### src/rtl/booth_job_sequencer.sv
// Operand-issue / result-capture sequencer for the Booth multiplier:
// two-entry operand FIFO, start/load sequencing, product capture and a done watchdog.
module booth_job_sequencer #(
    parameter int WIDTH     = 16,
    parameter int TIMEOUT   = 3*WIDTH+8,
    parameter int FLUSH_CYC = WIDTH+4
) (
    input  logic               clk,
    input  logic               rst_n,
    input  logic               in_valid,
    output logic               in_ready,
    input  logic [WIDTH-1:0]   in_a,
    input  logic [WIDTH-1:0]   in_b,
    output logic               mul_start,
    output logic [WIDTH-1:0]   mul_data,
    input  logic               mul_done,
    input  logic [2*WIDTH-1:0] mul_product,
    output logic               out_valid,
    input  logic               out_ready,
    output logic [2*WIDTH-1:0] out_product,
    output logic               out_err,
    output logic               busy
);

    localparam int WD_W = $clog2(TIMEOUT+1);
    localparam int FL_W = $clog2(FLUSH_CYC+1);

    typedef enum logic [2:0] {
        S_FLUSH, S_IDLE, S_START, S_LOADM, S_LOADQ, S_WAIT, S_OUT
    } state_t;

    state_t state, state_nx;

    logic [WIDTH-1:0] fifo_a [2];
    logic [WIDTH-1:0] fifo_b [2];
    logic             wr_ptr, rd_ptr;
    logic [1:0]       count;
    logic [FL_W-1:0]  flush_cnt;
    logic [WD_W-1:0]  wd_cnt;
    logic             push, pop, timeout_hit;

    assign in_ready    = (count != 2'd2) && rst_n;
    assign push        = in_valid && in_ready;
    assign pop         = (state == S_LOADQ);
    assign timeout_hit = (wd_cnt == WD_W'(TIMEOUT-1));

    always_comb begin
        state_nx = state;
        case (state)
            S_FLUSH: if (flush_cnt == FL_W'(FLUSH_CYC-1)) state_nx = S_IDLE;
            // A push in this very cycle lands in the FIFO head by the START cycle
            S_IDLE:  if (count != 2'd0 || push) state_nx = S_START;
            S_START: state_nx = S_LOADM;
            S_LOADM: state_nx = S_LOADQ;
            S_LOADQ: state_nx = S_WAIT;
            S_WAIT:  if (mul_done || timeout_hit) state_nx = S_OUT;
            S_OUT: begin
                if (out_ready) begin
                    if (out_err)              state_nx = S_FLUSH;
                    else if (count != 2'd0)   state_nx = S_START;
                    else                      state_nx = S_IDLE;
                end
            end
            default: state_nx = S_FLUSH;
        endcase
    end

    always_comb begin
        mul_start = (state == S_START);
        out_valid = (state == S_OUT);
        busy      = (state != S_IDLE);
        case (state)
            S_START, S_LOADM: mul_data = fifo_a[rd_ptr];
            S_LOADQ:          mul_data = fifo_b[rd_ptr];
            default:          mul_data = '0;
        endcase
    end

    always_ff @(posedge clk) begin
        if (push) begin
            fifo_a[wr_ptr] <= in_a;
            fifo_b[wr_ptr] <= in_b;
        end
    end

    always_ff @(posedge clk) begin
        if (!rst_n) begin
            state       <= S_FLUSH;
            flush_cnt   <= '0;
            wd_cnt      <= '0;
            count       <= '0;
            wr_ptr      <= 1'b0;
            rd_ptr      <= 1'b0;
            out_product <= '0;
            out_err     <= 1'b0;
        end else begin
            state <= state_nx;

            if (state == S_FLUSH) flush_cnt <= flush_cnt + 1'b1;
            else                  flush_cnt <= '0;

            if (state == S_LOADQ)     wd_cnt <= '0;
            else if (state == S_WAIT) wd_cnt <= wd_cnt + 1'b1;

            // Result registers only move on the WAIT exit, so OUT holds them stable
            if (state == S_WAIT) begin
                if (mul_done) begin
                    out_product <= mul_product;
                    out_err     <= 1'b0;
                end else if (timeout_hit) begin
                    out_product <= '0;
                    out_err     <= 1'b1;
                end
            end

            if (push) wr_ptr <= ~wr_ptr;
            if (pop)  rd_ptr <= ~rd_ptr;
            case ({push, pop})
                2'b10:   count <= count + 2'd1;
                2'b01:   count <= count - 2'd1;
                default: count <= count;
            endcase
        end
    end

endmodule
### config.mk
export PLATFORM = sky130hd
export DESIGN_NAME = booth_job_sequencer
export DESIGN_NICKNAME = d
export VERILOG_FILES = /design/src/rtl/booth_job_sequencer.sv
export SDC_FILE = /design/constraint.sdc
export NUM_CORES = 1
export LEC_CHECK = 0
export BUFFER_PORTS_ARGS = -buffer_cell sky130_fd_sc_hd__buf_2
export CAP_MARGIN = 10
export CORE_MARGIN = 5
export CORE_UTILIZATION = 30
export CTS_CLUSTER_DIAMETER = 30
export DETAILED_ROUTE_END_ITERATION = 8
export PLACE_DENSITY = 0.56
export SYNTH_ARGS = -nofsm -noshare
export SYNTH_HDL_FRONTEND = slang
export SYNTH_SLANG_ARGS = --single-unit
### constraint.sdc
create_clock -name clk -period 6.8 [get_ports clk]
set_input_delay 1.36 -clock clk [delete_from_list [all_inputs] [get_ports clk]]
set_output_delay 1.36 -clock clk [all_outputs]
set_load 0.02 [all_outputs]
==> flow_metrics.tcl <==
set metrics [dict create \
    status "complete, no violations" \
    critPathKind "flop to primary output" \
    mostFrequentLayoutCells "121 x buf_2, 64 x edfxtp_1, 51 x dfxtp_1, 33 x mux2i_1, 32 x a22o_1" \
    powerDensity_mw_per_mm2 303 \
    port_buffers 121 \
    pre_cts_ws_ns 3.62 \
    cp_top_family "simple AND/OR/NAND/NOR gates" \
    die_h_um 130 \
    setup_violations 0 \
    seq_area_frac_synth_pct 68.4 \
    whs_path_depth 1 \
    synth.distinct_cells 37 \
    dr.pass1.iters 4 \
    max_cap_violations 0 \
    power.total_uw 1720 \
    worst_pin_slew_ns 1.03 \
    die_area_mm2 0.0170 \
    timing.final.ws_setup_ns 3.26 \
    floorplan.initialDensity_pct 30.2 \
    finalHoldViolations 0 \
    cp-start-kind "flop" \
    antenna_found_initial 0 \
    path_buf_inv 1 \
    synth_fp_nets 373 \
    max_stage_delay_ns 0.76 \
    grt_usage_pct 11.2 \
    via_count 2817 \
    vias_per_cell 4.54 \
    drc 0 \
    grt_overflow 0 \
    critPathMaxFanout 19 \
    place_inst 588 \
    crit_path_end_kind "primary output" \
    finalMaxSlewViolations 0 \
    required_ns 5.44 \
    synth_top_area_share_pct 44.3 \
    syn_to_final_growth_pct 31.0 \
    hp-class "flop to flop" \
    cts_htree_levels 4 \
    p_leak_uw 0.00226 \
    multi_input_area_mm2 0.00123 \
    timing.rr.end "count[1]" \
    nNetsFinal 495 \
    cts_hold_buffers 0 \
    routed_wl_um 9280 \
    yosysTopAreaCell "edfxtp_1" \
    cts-root-buf "clkbuf_16" \
    grt_pass1_wl_um 14600 \
    synth.area.top_cells "edfxtp_1 44%, dfxtp_1 24%, mux2i_1 7.6%" \
    synth_area_per_cell_um2 14.4 \
    synth-seq-cells 116 \
    post_synth_instance_area_mm2 0.00433 \
    clkSinkCount 116 \
    layout_commonest_cell "buf_2" \
    r2r_slack_ns 4.50 \
    rr_startpoint "state[1]" \
    place.gp.congestion 0.754 \
    drive_above_1_share_pct 36.0 \
    n_antenna_cell 0 \
    path_cells "or3b_1 -> o22ai_1 -> buf_2" \
    post-cts-setup-buffers 0 \
    fin_crit_ns 3.54 \
    cpMaxStageDelayCell "or3b_1" \
    reg2regPathDepth 5 \
    timing.final.crit_share_pct 52.0 \
    core_mm2 0.0144 \
    arrival_ns 2.18 \
    min_from "flush_cnt[0]" \
    drtAntennaViolNets 0 \
    dieWidth_um 130 \
    hpwlAfterDp_um 6170 \
    regArea_mm2 0.00296 \
    io_pins 122 \
    final_cells 620 \
    finClkSkew_ns 0.00861 \
    finalInstanceArea_mm2 0.00568 \
    grt_pass1_vias 3026 \
    max_freq_ghz 0.283 \
    post_drt_wl_per_cell_um 15.0 \
    cts_tree "built" \
    rows 44 \
    insertion_delay_ns 0.40 \
    irDropWorstVdd_mv 0.149 \
    syn_inst 301 \
    drt_first_iter_violations 126 \
    clk_pin_slew_ns 0.05 \
    ys.warnings.count 0 \
    post_cts_resized 0 \
    clk_path_buf_depth 2 \
    placed_area_mm2 0.00506 \
    holdPathEnd "flush_cnt[0]" \
    relSlewSlack_pct 31.2 \
    rsz0062_at_grt "false" \
    cts_buffers 17 \
    num-fill-cells 1367 \
    finalSetupTns_ns 0 \
    grt_max_degree 33 \
]
## power by group
part           internal (µW)  leakage [µW]  switching (µW)
registers                761       0.00101            7.08
clock network            596      0.000294             298
logic                   24.7      0.000963            30.8
total                   1380       0.00226             336
## registers in the layout (all words and copies together), names as in the netlist, named ones only
register	cells
flush_cnt	5
wd_cnt	6
out_product	32
fifo_a	32
fifo_b	32
state	3
out_err	1
count	2
wr_ptr	1
rd_ptr	1
## logic make-up after synthesis
family	share of synthesized area, %
flip-flops	68.4
AO/OA/AOI/OAI	11.7
AND/OR/NAND/NOR	5.69
multiplexers	7.62
buffers and inverters	3.32
XOR/XNOR	2.42
adder cells (fa/ha/maj)	0.866
## metrics by stage
step	hold WS, ns	utilization [%]
2_1_floorplan	0.418	-
3_3_place_gp	0.432	35.2
3_5_place_dp	0.442	35.2
4_1_cts	0.449	39.5
5_1_grt	0.489	39.5
6_report	0.445	39.5
## per-layer routing
layer / track usage (%) / part of all wire, % / vias up
met5: 0 / 0 / -
met4: 5.20 / 2.3 / 0
met3: 3.89 / 5.6 / 20
met2: 18.1 / 48 / 87
met1: 13.3 / 44 / 1317
li1: - / - / 1393
## final cells by class
type	instances	share of cell area, %
clock buffer	26	9.74
clock inverter	6	1.10
inverter	3	0.198
multi-input combinational	162	21.8
sequential	116	52.2
tap	184	4.06
timing repair buffer	123	10.9
## Yosys cell counts (all sizes together)
cell type   n
xor2        8
o21ai       2
buf        15
a211oi      1
clkbuf      5
nand3b      2
o21a        1
nor2       20
nand3       3
inv         3
nand2       7
and3b       2
o221a       1
o22ai      16
a31oi       1
dfxtp      52
mux2i      33
a21oi       7
or3b        1
edfxtp     64
nand4b      1
or3         2
a22o       32
a41o        2
ha          3
xnor2       4
nor2b       2
and3        4
a2111o      1
o211ai      2
nand2b      2
nand4       2
## how the worst max path moves through the flow
stage,start,to,slack [ns],depth (start not counted)
finish,state[2],mul_data[11],3.26,3
global route,state[2],mul_data[11],3.13,3
CTS,state[2],mul_data[11],3.23,3
detailed placement,rst_n,in_ready,3.62,3
global placement,rst_n,in_ready,3.62,3
floorplan,rst_n,fifo_a[0][0],3.50,2
(Power assumes the default switching activity.)
